--- config.mk ---
export PLATFORM = sky130hd
export DESIGN_NAME = cook_sequencer
export DESIGN_NICKNAME = d
export VERILOG_FILES = /design/src/rtl/cook_sequencer_pkg.sv /design/src/rtl/cook_sequencer_bcd_mmss_down.sv /design/src/rtl/cook_sequencer.sv
export SDC_FILE = /design/constraint.sdc
export NUM_CORES = 1
export LEC_CHECK = 0
export ABC_CLOCK_PERIOD_IN_PS = 2300
export CORE_AREA = 5 5 62 64
export CTS_CLUSTER_DIAMETER = 200
export CTS_CLUSTER_SIZE = 25
export DETAILED_ROUTE_END_ITERATION = 7
export DIE_AREA = 0 0 67 69
export PLACE_DENSITY = 0.76
export SYNTH_ARGS = -nofsm -noshare
export SYNTH_HDL_FRONTEND = slang
export SYNTH_SLANG_ARGS = --single-unit
export TNS_END_PERCENT = 30
--- constraint.sdc ---
create_clock -name clk -period 2.3 [get_ports clk]
set_input_delay 0.46 -clock clk [delete_from_list [all_inputs] [get_ports clk]]
set_output_delay 0.46 -clock clk [all_outputs]
set_load 0.02 [all_outputs]
--- src/rtl/cook_sequencer_pkg.sv ---
// Shared types for the microwave cook sequencer: FSM state codes and the
// four-digit MM:SS BCD time word.
package cook_sequencer_pkg;

    localparam int DIGIT_W = 4;

    typedef enum logic [2:0] {
        ST_IDLE  = 3'd0,
        ST_SET   = 3'd1,
        ST_COOK  = 3'd2,
        ST_PAUSE = 3'd3,
        ST_DONE  = 3'd4
    } state_e;

    // [3]=min_tens [2]=min_ones [1]=sec_tens [0]=sec_ones
    typedef logic [3:0][DIGIT_W-1:0] mmss_t;

    function automatic logic is_bcd(input logic [DIGIT_W-1:0] d);
        return d <= 4'd9;
    endfunction

endpackage

--- src/rtl/cook_sequencer_bcd_mmss_down.sv ---
// MM:SS BCD time register: shift-in keypad load, borrow-chained countdown,
// clear, and zero / one flags for the sequencer FSM.
module bcd_mmss_down
    import cook_sequencer_pkg::*;
(
    input  logic               clk,
    input  logic               reset,
    input  logic               clr_i,
    input  logic               load_i,
    input  logic [DIGIT_W-1:0] digit_i,
    input  logic               dec_i,
    output mmss_t              digits_o,
    output logic               zero_o,
    output logic               one_o
);

    mmss_t digits_q, digits_d, dec_v;

    // Seconds tens borrow to 5 so 1:00 -> 0:59; entered seconds >59 still count down.
    always_comb begin
        dec_v = digits_q;
        if (digits_q[0] != 4'd0) begin
            dec_v[0] = digits_q[0] - 4'd1;
        end else begin
            dec_v[0] = 4'd9;
            if (digits_q[1] != 4'd0) begin
                dec_v[1] = digits_q[1] - 4'd1;
            end else begin
                dec_v[1] = 4'd5;
                if (digits_q[2] != 4'd0) begin
                    dec_v[2] = digits_q[2] - 4'd1;
                end else begin
                    dec_v[2] = 4'd9;
                    dec_v[3] = digits_q[3] - 4'd1;
                end
            end
        end
    end

    assign zero_o = (digits_q == '0);
    assign one_o  = (digits_q == mmss_t'(16'h0001));

    always_comb begin
        digits_d = digits_q;
        if (clr_i)
            digits_d = '0;
        else if (load_i)
            digits_d = {digits_q[2:0], digit_i};
        else if (dec_i && !zero_o)
            digits_d = dec_v;
    end

    always_ff @(posedge clk) begin
        if (reset)
            digits_q <= '0;
        else
            digits_q <= digits_d;
    end

    assign digits_o = digits_q;

endmodule

--- src/rtl/cook_sequencer.sv ---
// Microwave cook sequencer: keypad time entry, 1 Hz countdown, pause on
// door/stop, magnetron enable and end-of-cook beep.
module cook_sequencer
    import cook_sequencer_pkg::*;
#(
    parameter int BEEP_TICKS = 3
) (
    input  logic               clk,
    input  logic               reset,
    input  logic               tick_1hz,
    input  logic               key_valid,
    input  logic [DIGIT_W-1:0] key_digit,
    input  logic               startn,
    input  logic               stopn,
    input  logic               clearn,
    input  logic               door_closed,
    output logic               mag_on,
    output logic [DIGIT_W-1:0] min_tens,
    output logic [DIGIT_W-1:0] min_ones,
    output logic [DIGIT_W-1:0] sec_tens,
    output logic [DIGIT_W-1:0] sec_ones,
    output logic               beep,
    output logic [2:0]         state
);

    state_e     state_q;
    logic       mag_q, beep_q;
    logic [3:0] beep_cnt_q;

    mmss_t digits;
    logic  zero, one;
    logic  start_ok, halt, key_ok;
    logic  clr, load, dec;

    assign start_ok = !startn && door_closed && stopn && !zero;
    assign halt     = !door_closed || !stopn;
    assign key_ok   = key_valid && is_bcd(key_digit);

    // A halting input on the final tick wins: no decrement is applied.
    always_comb begin
        clr  = 1'b0;
        load = 1'b0;
        dec  = 1'b0;
        if (!clearn) begin
            clr = 1'b1;
        end else begin
            case (state_q)
                ST_IDLE: load = key_ok;
                ST_SET:  load = key_ok && !start_ok;
                ST_COOK: dec  = tick_1hz && !halt && !zero;
                default: ;
            endcase
        end
    end

    bcd_mmss_down u_time (
        .clk      (clk),
        .reset    (reset),
        .clr_i    (clr),
        .load_i   (load),
        .digit_i  (key_digit),
        .dec_i    (dec),
        .digits_o (digits),
        .zero_o   (zero),
        .one_o    (one)
    );

    always_ff @(posedge clk) begin
        if (reset || !clearn) begin
            state_q    <= ST_IDLE;
            mag_q      <= 1'b0;
            beep_q     <= 1'b0;
            beep_cnt_q <= '0;
        end else begin
            case (state_q)
                ST_IDLE: begin
                    if (key_ok)
                        state_q <= ST_SET;
                end
                ST_SET, ST_PAUSE: begin
                    if (start_ok) begin
                        state_q <= ST_COOK;
                        mag_q   <= 1'b1;
                    end
                end
                ST_COOK: begin
                    if (halt) begin
                        state_q <= ST_PAUSE;
                        mag_q   <= 1'b0;
                    end else if (zero || (tick_1hz && one)) begin
                        state_q    <= ST_DONE;
                        mag_q      <= 1'b0;
                        beep_q     <= 1'b1;
                        beep_cnt_q <= '0;
                    end
                end
                ST_DONE: begin
                    if (tick_1hz) begin
                        if (beep_cnt_q == 4'(BEEP_TICKS - 1)) begin
                            state_q    <= ST_IDLE;
                            beep_q     <= 1'b0;
                            beep_cnt_q <= '0;
                        end else begin
                            beep_cnt_q <= beep_cnt_q + 4'd1;
                        end
                    end
                end
                default: begin
                    state_q <= ST_IDLE;
                    mag_q   <= 1'b0;
                    beep_q  <= 1'b0;
                end
            endcase
        end
    end

    assign mag_on   = mag_q;
    assign beep     = beep_q;
    assign state    = state_q;
    assign min_tens = digits[3];
    assign min_ones = digits[2];
    assign sec_tens = digits[1];
    assign sec_ones = digits[0];

endmodule

; Word level (Yosys, flattened, before mapping)
; Cells that the tools add are included.
[word_totals]
ff_bits = 25
latch_bits = 0
ramBits = 0
mem_bits_ro = 0
input_bits = 12
output_inout_bits = 21
word_cells = 103
n_memories = 0
[classes]
addsub = 5
n_mul = 0
div = 0
magnitude_cmp = 1
n_eq_ne = 16
shift = 0
mux = 33
bitwise = 3
n_reduce_logical = 37
[ops]
columns = cell, count
row1 = two-way mux 16 bit, 2
row2 = two-way mux 4 bit, 8
row3 = two-way mux 3 bit, 6
row4 = "inequality test 2 bit, second input constant", 9
row5 = "equality test 16 x 1 -> 1 bit, second input constant", 1
row6 = logical NOT 16 bit, 1
row7 = "subtractor 4 x 1 -> 4 bit, second input constant", 4
row8 = two-way mux 12 bit, 1
row9 = case mux 3 bit (4 select lines), 1
row10 = nonzero test 4 bit, 3
row11 = two-way mux 1 bit, 10
row12 = AND reduction 5 bit, 2
row13 = logical AND 1 bit, 9
row14 = two-way mux 8 bit, 1
row15 = case mux 4 bit (2 select lines), 1
row16 = AND reduction 4 bit, 2
row17 = logical NOT 1 bit, 7
row18 = "equality test 3 x 2 -> 1 bit, second input constant", 2
row19 = case mux 1 bit (3 select lines), 2
row20 = AND reduction 3 bit, 2
row21 = OR reduction 2 bit, 3
row22 = "adder 4 x 1 -> 4 bit, second input constant", 1
row23 = "equality test 4 x 2 -> 1 bit, second input constant", 1
row24 = "<= comparator 4 bit, second input constant", 1
row25 = 10 further kinds, 15

; Longest topological paths before layout
; Gate-level depths: netlist of the first run.
[logic_depth]
depth_word = 10
ltp_mapped = 8
ltp_nobuf = 7

; Hierarchy
; Synthesis of the first run repeated with hierarchy kept, for this count alone.
[unflattened]
cells_unflattened = 201
hier_area_um2 = 1576.5
[by_module_without_submodules]
columns = module, instances, cells_each, area_each_um2, seq_area_each_um2
row1 = bcd_mmss_down, 1, 124, 953.4, 320.3
row2 = cook_sequencer, 1, 77, 623.1, 180.2

; Worst setup path before layout of the first run
; Ideal clock, no wire load.
[synth_path]
kind = register to register
startpoint = register state_q[1], in the netlist state[1]
endpoint = register u_time.digits_q (netlist bit u_time.digits_o[11])
setup_time_ns = 0.137
t_arrival_ns = 2.048
required_time_ns = 2.163
setup_slack_ns = 0.115
path_stages_with_launch = 8
n_path_buf = 2
synth_period_minus_slack_ns = 2.185
cell_sequence = dfxtp_1 > nand4b_2 > or4_1 > buf_2 > or3_1 > buf_2 > o41ai_2 > a31oi_1
[synth_via]
elab_chain_len = 6
elab_cells_between_ends = 13
classes_between = eq/ne (4) / mux (5) / reduce/logical (4)
[synth_rtl]
columns = element, line
row1 = start: declaration, cook_sequencer.sv:26  ; state_e state_q;
row2 = start signal: assignment, cook_sequencer.sv:70  ; state_q <= ST_IDLE;
row3 = start signal: assignment, cook_sequencer.sv:78  ; state_q <= ST_SET;
row4 = start signal: assignment, cook_sequencer.sv:82  ; state_q <= ST_COOK;
row5 = branches (longest 6 deep; another with equality test 3 x 1 -> 1 bit), -
row6 = end signal: assignment, cook_sequencer_bcd_mmss_down.sv:57  ; digits_q <= digits_d;
row7 = end: declaration, cook_sequencer_bcd_mmss_down.sv:17  ; mmss_t digits_q, digits_d, dec_v;
; Several ways; the timed one is not identified.
; A chain may end at the register's enable or synchronous reset.

; Final worst setup path of the first run
[layout_path]
startpoint = input port stopn
endpoint = register u_time.digits_q (netlist bit u_time.digits_o[11])
[layout_via]
elab_chain_len = 10
elab_cells_between_ends = 19
classes_between = eq/ne (2) / mux (5) / reduce/logical (12)
[layout_rtl]
columns = element, line
row1 = start: declaration, cook_sequencer.sv:14  ; input logic stopn,
row2 = logical NOT 1 bit, cook_sequencer.sv:36  ; assign halt = !door_closed || !stopn;
row3 = logical OR 1 bit, cook_sequencer.sv:36
row4 = logical NOT 1 bit, cook_sequencer.sv:50  ; ST_COOK: dec = tick_1hz && !halt && !zero;
row5 = logical AND 1 bit (2 in a row), cook_sequencer.sv:50
row6 = two-way mux 1 bit, cook_sequencer.sv:47  ; case (state_q)
row7 = two-way mux 1 bit, cook_sequencer.sv:44  ; if (!clearn) begin
row8 = logical AND 1 bit, cook_sequencer_bcd_mmss_down.sv:49  ; else if (dec_i && !zero_o)
row9 = nonzero test 2 bit (no line), -
row10 = AND reduction 3 bit (no line), -
; Several ways; a longest one is shown, not always the timed one.

==> flow_summary.toml, run 1 <==
[drt]
vias_per_cell = 5.68
num_vias = 1663
drt_iter0_drc = 116
ant_nets = 0
dr.pass1.iters = 4
drc = 0
wirelength_mm = 4.33
wl_per_cell_um = 14.8

[setup_path]
critical_path_arrival_ps = 2450
crit_type = "input port to register"
crit_fanout = 6
required_ps = 2520
crit_family = "simple AND/OR/NAND/NOR gates"
cp-end-kind = "register"
slowest_stage = "or4_1"
path_cells = "clkdlybuf4s50_1, nand4b_2, or4_1, or3_4, o41ai_2, a31oi_1"
crit_start = "stopn"
cp.buffers_inverters = 1
cpPeakStageDelay_ps = 600
cp-start-kind = "input port"
rr_startpoint = "u_time.digits_o[12]$_SDFFE_PP0P_"

[clock_network]
cts_tree = "yes"
htreeDepth = 1
path_clk_slew_ps = 150
cts_resized = 0
clock_sinks = 25
clk_path_buf_depth = 2
ctsHoldBuffers = 0
cts_setup_buffers = 0
cts_buffers = 3
cts_root_buffer = "clkbuf_4"
worstSkewPairLatency_ps = 320

[timing]
rsz0062_at_grt = "true"
finalHoldViolCount = 0
setup_viol = 0
worst_slack_ps = 62.3
fmax_mhz = 447
slew_headroom_pct = 65.5
period_minus_slack_ps = 2240
tightestPinTransition_ps = 518
drv_slew = 0
min_period_over_period_pct = 97.3
fin_skew_ps = 9.80

[logic_synthesis]
ys_warn_count = 0
syn_inst = 194
yosys_register_bits = 25
synth_area_leaders = "dfxtp_1, o21ai_0, a21oi_1"
netlist_area_um2 = 1520
synthesis.nets = 210
ys_seq_area_share_pct = 32.9
synth_top_cell_area_share_pct = 32.9
avgSynthCellArea_um2 = 7.84
synth_top_area_cell = "dfxtp_1"
synth_cell_types = 43

[layout]
num-nets-final = 264
diodes = 0
syn2layout_area_growth_pct = 38.8
fill_cells = 295
drive_gt1_share_pct = 16.6
final_area_um2 = 2110
layout_commonest_cell = "clkdlybuf4s50_1"
final_util_pct = 65.4
layout.cells.most_common_list = "clkdlybuf4s50_1, dfxtp_1, buf_4"
stdcell_count = 293

[global_route]
grt_pass1_vias = 1589
grt_pass1_wl_mm = 7.44
grtUsageTotal_pct = 19.9
grt_overflow = 0
antenna_found_initial = 0
grt_max_degree = 32

[floorplan]
start_util_pct = 47.1
die_area_um2 = 4620
core_um2 = 3230
dieHeight_um = 69
rows = 21
ios = 33
die_w_um = 67

[pwr]
p_leak_nw = 0.768
fin_total_pwr_w = 0.000856
ir_drop_uv = 215
power_density_nw_per_um2 = 405

[hold_path]
hp-start = "beep_cnt_q[3]$_SDFFE_PP0P_"
hold_path.class = "register to register"

[placed_design]
place.port_buffers = 32
dp.cells = 289
dp_hpwl_mm = 3.31
dp_slack_ps = -310
placed_area_um2 = 2070
place.gp.congestion = 0.920

[status]
status = "complete, no violations"

[flow_run]
maxCapViolCount = 0
synth_stat cells, drive strengths merged:
| library cell | n |
|---|---|
| a2bb2oi | 1 |
| clkbuf | 6 |
| mux2 | 1 |
| nor3 | 7 |
| a21oi | 17 |
| and4bb | 1 |
| and2b | 1 |
| dfxtp | 25 |
| inv | 10 |
| nand2 | 15 |
| o22a | 1 |
| nor2b | 4 |
| or3b | 3 |
| nand4 | 5 |
| nand4b | 2 |
| mux2i | 3 |
| o41a | 1 |
| buf | 2 |
| nand3 | 10 |
| and4 | 2 |
| a221oi | 1 |
| nor3b | 2 |
| nor4b | 1 |
| o22ai | 2 |
| o41ai | 2 |
| nor2 | 14 |
| or4 | 4 |
| a22oi | 1 |
| or3 | 3 |
| nor4 | 5 |
| xnor2 | 4 |
| a31oi | 5 |
| o221ai | 1 |
| a21boi | 1 |
| nand2b | 2 |
| a211oi | 5 |
| o31ai | 3 |
| o21ai | 17 |
| ha | 4 |
worst register-to-register path: cells and delay by family, from the launching register on:
kind            cells  cell delay, ps
fa+ha+maj           1             150
simple gates        2             750
compound gates      3             400
flops               1             360
buf+inv             3             430
report_power, final:
group,internal (W),switching (W),leakage [nW],total (W)
Combinational,0.0000932,0.000112,0.549,0.000205
Sequential,0.000441,0.00000768,0.202,0.000449
Clock,0.0000651,0.000137,0.0177,0.000202
path summary, 6_finish.rpt:
kind	end	slack, ps	cells after the start
min reg2reg	beep_cnt_q[3]$_SDFFE_PP0P_	500	2
max reg2reg	u_time.digits_o[10]$_SDFFE_PP0P_	140	9
max	u_time.digits_o[11]$_SDFFE_PP0P_	60	6
min	beep_cnt_q[3]$_SDFFE_PP0P_	500	2
cell families (layout without fill, tap and decap cells):
family	Yosys count	count (layout)	synth area share, %
buf+inv	18	71	4.61
fa+ha+maj	4	4	3.29
mux	4	4	2.71
flops	25	25	32.9
xor+xnor	4	4	2.30
compound gates	58	58	23.9
simple gates	81	81	30.3
metal layers:
layer  part of all wire (%)  GRT usage [%]  routed length [um]  up-vias
met1                     47           28.1                2040      776
met2                     48           31.3                2070       51
li1                       -              -                   -      834
met4                   0.62           5.41                  27        0
met5                      0              0                   0        -
met3                    4.4           2.44                 190        2
sequential cells by signal, summed over array words and instances (netlist names):
signal	cells
beep	1
u_time.digits_o	16
state	3
beep_cnt_q	4
mag_on	1
final cells by class:
type	instances	area, um2	area share, %
clock buffer	3	22.5	1.07
multi-input combinational	151	968	45.9
clock inverter	1	5.00	0.237
inverter	10	37.5	1.78
timing repair buffer	57	520	24.6
sequential	25	500	23.7
tap	46	57.6	2.73
per-stage QoR:
stage	hold slack (ps)	setup TNS, ps
floorplan	453	0
global placement	474	-1430
detailed placement	492	-1860
CTS	512	0
global route	547	-13.8
finish	500	0
(Power assumes the default switching activity.)
==> inputs of run 2 (changes only) <==
--- a/config.mk
+++ b/config.mk
@@ -6,12 +6,12 @@
 export NUM_CORES = 1
 export LEC_CHECK = 0
 export ABC_CLOCK_PERIOD_IN_PS = 2300
-export CORE_AREA = 5 5 62 64
+export CORE_AREA = 5 5 78 80
 export CTS_CLUSTER_DIAMETER = 200
 export CTS_CLUSTER_SIZE = 25
 export DETAILED_ROUTE_END_ITERATION = 7
-export DIE_AREA = 0 0 67 69
-export PLACE_DENSITY = 0.76
+export DIE_AREA = 0 0 83 85
+export MAX_ROUTING_LAYER = met4
 export SYNTH_ARGS = -nofsm -noshare
 export SYNTH_HDL_FRONTEND = slang
 export SYNTH_SLANG_ARGS = --single-unit
==> flow_summary.toml, run 2 (synthesis results as in run 1) <==
[status]
status = "complete, no violations"

[clock_network]
cts_root_buffer = "clkbuf_8"
clk_path_buf_depth = 2
htreeDepth = 1
path_clk_slew_ps = 90
cts_buffers = 3
clock_sinks = 25
cts_setup_buffers = 0
cts_tree = "yes"
worstSkewPairLatency_ps = 270
ctsHoldBuffers = 0

[flow_run]
maxCapViolCount = 0

[layout]
layout_commonest_cell = "clkdlybuf4s50_1"
fill_cells = 572
final_area_um2 = 2200
num-nets-final = 267
seqCellArea_um2 = 500
syn2layout_area_growth_pct = 44.4
drive_gt1_share_pct = 18.4
multiInputGateArea_um2 = 981
largest_reg_flops = 16
final_util_pct = 41.2
diodes = 0
layout.cells.most_common_list = "clkdlybuf4s50_1, buf_4, dfxtp_1"

[floorplan]
start_util_pct = 28.5
dieHeight_um = 85
die_w_um = 83
ios = 33
rows = 27
die_area_um2 = 7060
core_um2 = 5340

[drt]
wirelength_mm = 4.52
wl_per_cell_um = 14.0
drt_iter0_drc = 97
drc = 0
ant_nets = 0
vias_per_cell = 5.18
num_vias = 1669
dr.pass1.iters = 5

[global_route]
grt_pass1_wl_mm = 7.71
grt_max_degree = 32
antenna_found_initial = 0
grt_overflow = 0
grtUsageTotal_pct = 13.4
use_met3_pct = 1.46
top_usage_layer = "met2"
use_met2_pct = 21.0
grt_use_met1_pct = 17.9
grt_pass1_vias = 1579

[timing]
setup_viol = 0
min_period_over_period_pct = 96.3
period_minus_slack_ps = 2210
slew_headroom_pct = 61.3
tightestPinTransition_ps = 581
finalHoldViolCount = 0
drv_slew = 0
worst_slack_ps = 86.1
fmax_mhz = 452
fin_skew_ps = 3.81

[placed_design]
place.gp.congestion = 0.851
place.port_buffers = 32
placed_area_um2 = 2130
dp_hpwl_mm = 3.40
dp_slack_ps = -314

[hold_path]
min_path_cells = 2
hold_path.class = "register to register"

[setup_path]
path_cells = "clkdlybuf4s50_1, nand4b_2, or4_4, or3_4, o41ai_2, a31oi_1"
slowest_stage = "or4_4"
cpPeakStageDelay_ps = 550
crit_type = "input port to register"
worstRegToRegCells = 9
cp-start-kind = "input port"
required_ps = 2460
cp-end-kind = "register"
crit_fanout = 6
critical_path_arrival_ps = 2370

[pwr]
power_density_nw_per_um2 = 421
p_leak_nw = 0.792
ir_drop_uv = 194
fin_total_pwr_w = 0.000926
==> run 2: cell types whose count changed in the layout (fill, tap and decap cells not counted), sizes merged <==
cell and delta:
clkinv -1, buf +3, clkbuf +1
==> run 2: path summary, 6_finish.rpt <==
kind	start	end	slack, ps
worst max-delay path	door_closed	u_time.digits_o[11]$_SDFFE_PP0P_	90
worst min-delay path	beep_cnt_q[3]$_SDFFE_PP0P_	beep_cnt_q[3]$_SDFFE_PP0P_	490
worst max register to register	u_time.digits_o[12]$_SDFFE_PP0P_	u_time.digits_o[10]$_SDFFE_PP0P_	130
worst min register to register	beep_cnt_q[3]$_SDFFE_PP0P_	beep_cnt_q[3]$_SDFFE_PP0P_	490
==> run 2: report_power, final <==
| group | switching (W) | internal [W] |
|---|---|---|
| Combinational | 0.000115 | 0.0000968 |
| Sequential | 0.00000843 | 0.000441 |
| Clock | 0.000141 | 0.000124 |
| Total | 0.000264 | 0.000662 |
==> run 2: stage by stage <==
stage | instances | TNS, ps | hold slack [ps]
after floorplan | 194 | 0 | 453
after global routing | 322 | -5.13 | 547
after detailed placement | 318 | -2050 | 480
after global placement | 318 | -1610 | 475
final | 322 | 0 | 488
after CTS | 322 | 0 | 494
==> run 2: repair_timing <==
action                     in CTS  in global routing
gates cloned                    0                  0
setup endpoints to repair       1                  4
resized for setup               1                  5
==> run 2: per-layer routing <==
layer / share of wire (%) / routed length [um]
met1: 48 / 2150
met2: 46 / 2070
met3: 4.1 / 186
met4: 2.3 / 103
met5: 0 / 0
==> run 2: cell type report <==
class,instances,area share (%)
multi-input cells,151,44.6
repair buffers,60,24.7
flip-flops and latches,25,22.8
well taps,72,4.10
clock buffers,4,2.05
inverters,10,1.71
==> run 2: critical path, delay by kind of cell <==
family | cells | cell delay (ps)
buf+inv | 1 | 510
compound gates | 2 | 310
simple gates | 3 | 1090
==> inputs of run 3 (changes only) <==
--- a/config.mk
+++ b/config.mk
@@ -5,13 +5,14 @@
 export SDC_FILE = /design/constraint.sdc
 export NUM_CORES = 1
 export LEC_CHECK = 0
-export ABC_CLOCK_PERIOD_IN_PS = 2300
-export CORE_AREA = 5 5 78 80
+export ABC_CLOCK_PERIOD_IN_PS = 2700
+export CORE_AREA = 2 2 75 77
 export CTS_CLUSTER_DIAMETER = 200
 export CTS_CLUSTER_SIZE = 25
 export DETAILED_ROUTE_END_ITERATION = 7
-export DIE_AREA = 0 0 83 85
+export DIE_AREA = 0 0 77 79
 export MAX_ROUTING_LAYER = met4
+export PLACE_DENSITY_LB_ADDON = 0.08
 export SYNTH_ARGS = -nofsm -noshare
 export SYNTH_HDL_FRONTEND = slang
 export SYNTH_SLANG_ARGS = --single-unit
==> constraint.sdc (replaced) <==
create_clock -name clk -period 2.7 [get_ports clk]
set_input_delay 0.54 -clock clk [delete_from_list [all_inputs] [get_ports clk]]
set_output_delay 0.54 -clock clk [all_outputs]
set_load 0.02 [all_outputs]
==> flow_summary.toml, run 3 (synthesis results as in run 1) <==
[floorplan]
start_util_pct = 28.5
rows = 27
dieHeight_um = 79
ios = 33
core_um2 = 5340
die_w_um = 77
die_area_um2 = 6080

[setup_path]
path_cells = "clkdlybuf4s50_1, nand4b_2, or4_1, or3_1, o41ai_2, a31oi_1"
crit_fanout = 6
crit_family = "simple AND/OR/NAND/NOR gates"
cp.buffers_inverters = 1
slowest_stage = "or4_1"
cpPeakStageDelay_ps = 600
cp-start-kind = "input port"
critical_path_arrival_ps = 2600
crit_type = "input port to register"
required_ps = 2860
cp-end-kind = "register"

[drt]
num_vias = 1633
wl_per_cell_um = 15.2
dr.pass1.iters = 4
ant_nets = 0
drc = 0
wirelength_mm = 4.64
vias_per_cell = 5.35
drt_iter0_drc = 75

[clock_network]
cts_buffers = 3
clock_sinks = 25
ctsHoldBuffers = 0
cts_resized = 0
path_clk_slew_ps = 90
cts_tree = "yes"
clk_path_buf_depth = 2
cts_root_buffer = "clkbuf_8"
htreeDepth = 1
cts_setup_buffers = 0
worstSkewPairLatency_ps = 270

[global_route]
antenna_found_initial = 0
grt_pass1_vias = 1596
grt_max_degree = 32
grt_overflow = 0
grt_pass1_wl_mm = 7.71
grtUsageTotal_pct = 16.3

[pwr]
ir_drop_uv = 187
p_leak_nw = 0.703
power_density_nw_per_um2 = 378

[hold_path]
hold_path.class = "register to register"

[layout]
num-nets-final = 250
drive_gt1_share_pct = 10.7
layout.cells.most_common_list = "clkdlybuf4s50_1, dfxtp_1, o21ai_0"
stdcell_count = 305
syn2layout_area_growth_pct = 34.6
layout_commonest_cell = "clkdlybuf4s50_1"
diodes = 0
largest_reg_flops = 16

[timing]
fin_skew_ps = 3.48
drv_slew = 0
setup_viol = 0
finalHoldViolCount = 0
rsz0062_at_grt = "false"
tightestPinTransition_ps = 576
min_period_over_period_pct = 90.3
period_minus_slack_ps = 2440
fmax_mhz = 410
slew_headroom_pct = 61.6
fin_setup_tns_ps = 0

[placed_design]
place.port_buffers = 32
dp.cells = 301
place.gp.congestion = 0.885
dp_hpwl_mm = 3.47

[status]
status = "complete, no violations"

[flow_run]
maxCapViolCount = 0
[run 3: cell types whose count changed in the layout (fill, tap and decap cells not counted), sizes merged]
cell / before / now
buf: 28 / 11
clkbuf: 4 / 3
clkinv: 0 / 1
[run 3: final cells by class]
cell class	instances	area [um2]
clock buffers	3	41.3
clock inverters	1	5.00
multi-input cells	151	958
inverters	10	37.5
fillers	568	3290
well taps	72	90.1
repair buffers	43	415
flip-flops and latches	25	500
[run 3: worst reg2reg max path, delay by kind of cell, from the launching register on]
family / cells / cell delay (ps)
compound gates: 3 / 500
fa+ha+maj: 1 / 160
buf+inv: 2 / 290
flops: 1 / 350
simple gates: 2 / 940
[run 3: power breakdown]
part,total [W],internal [W],switching [W]
sequential,0.000388,0.000376,0.0000122
clock,0.000230,0.000103,0.000127
combinational,0.000156,0.0000686,0.0000872
[run 3: path summary, 6_finish.rpt]
kind / startpoint / to / slack [ps] / cells after the start
max: door_closed / u_time.digits_o[11]$_SDFFE_PP0P_ / 260 / 6
min: beep_cnt_q[3]$_SDFFE_PP0P_ / beep_cnt_q[3]$_SDFFE_PP0P_ / 480 / 2
max reg2reg: u_time.digits_o[13]$_SDFFE_PP0P_ / u_time.digits_o[10]$_SDFFE_PP0P_ / 400 / 8
min reg2reg: beep_cnt_q[3]$_SDFFE_PP0P_ / beep_cnt_q[3]$_SDFFE_PP0P_ / 480 / 2
[run 3: routing by layer]
layer	part of all wire (%)	up-vias	track usage [%]
met5	0	-	-
li1	-	811	-
met4	1.7	0	7.68
met1	47	766	19.8
met2	47	48	26.6
met3	4.3	8	2.61
[run 3: stage by stage]
stage | hold slack (ps) | utilization (%) | cell area [um2] | total power [W] | setup WS, ps
3_5_place_dp | 481 | 37.5 | 2000 | 0.000551 | -10.1
5_1_grt | 546 | 38.4 | 2050 | 0.000816 | 205
3_3_place_gp | 470 | 37.5 | 2000 | 0.000552 | 40.0
6_report | 485 | 38.4 | 2050 | 0.000774 | 261
4_1_cts | 492 | 38.4 | 2050 | 0.000782 | 274
2_1_floorplan | 453 | - | 1520 | 0.000481 | 515
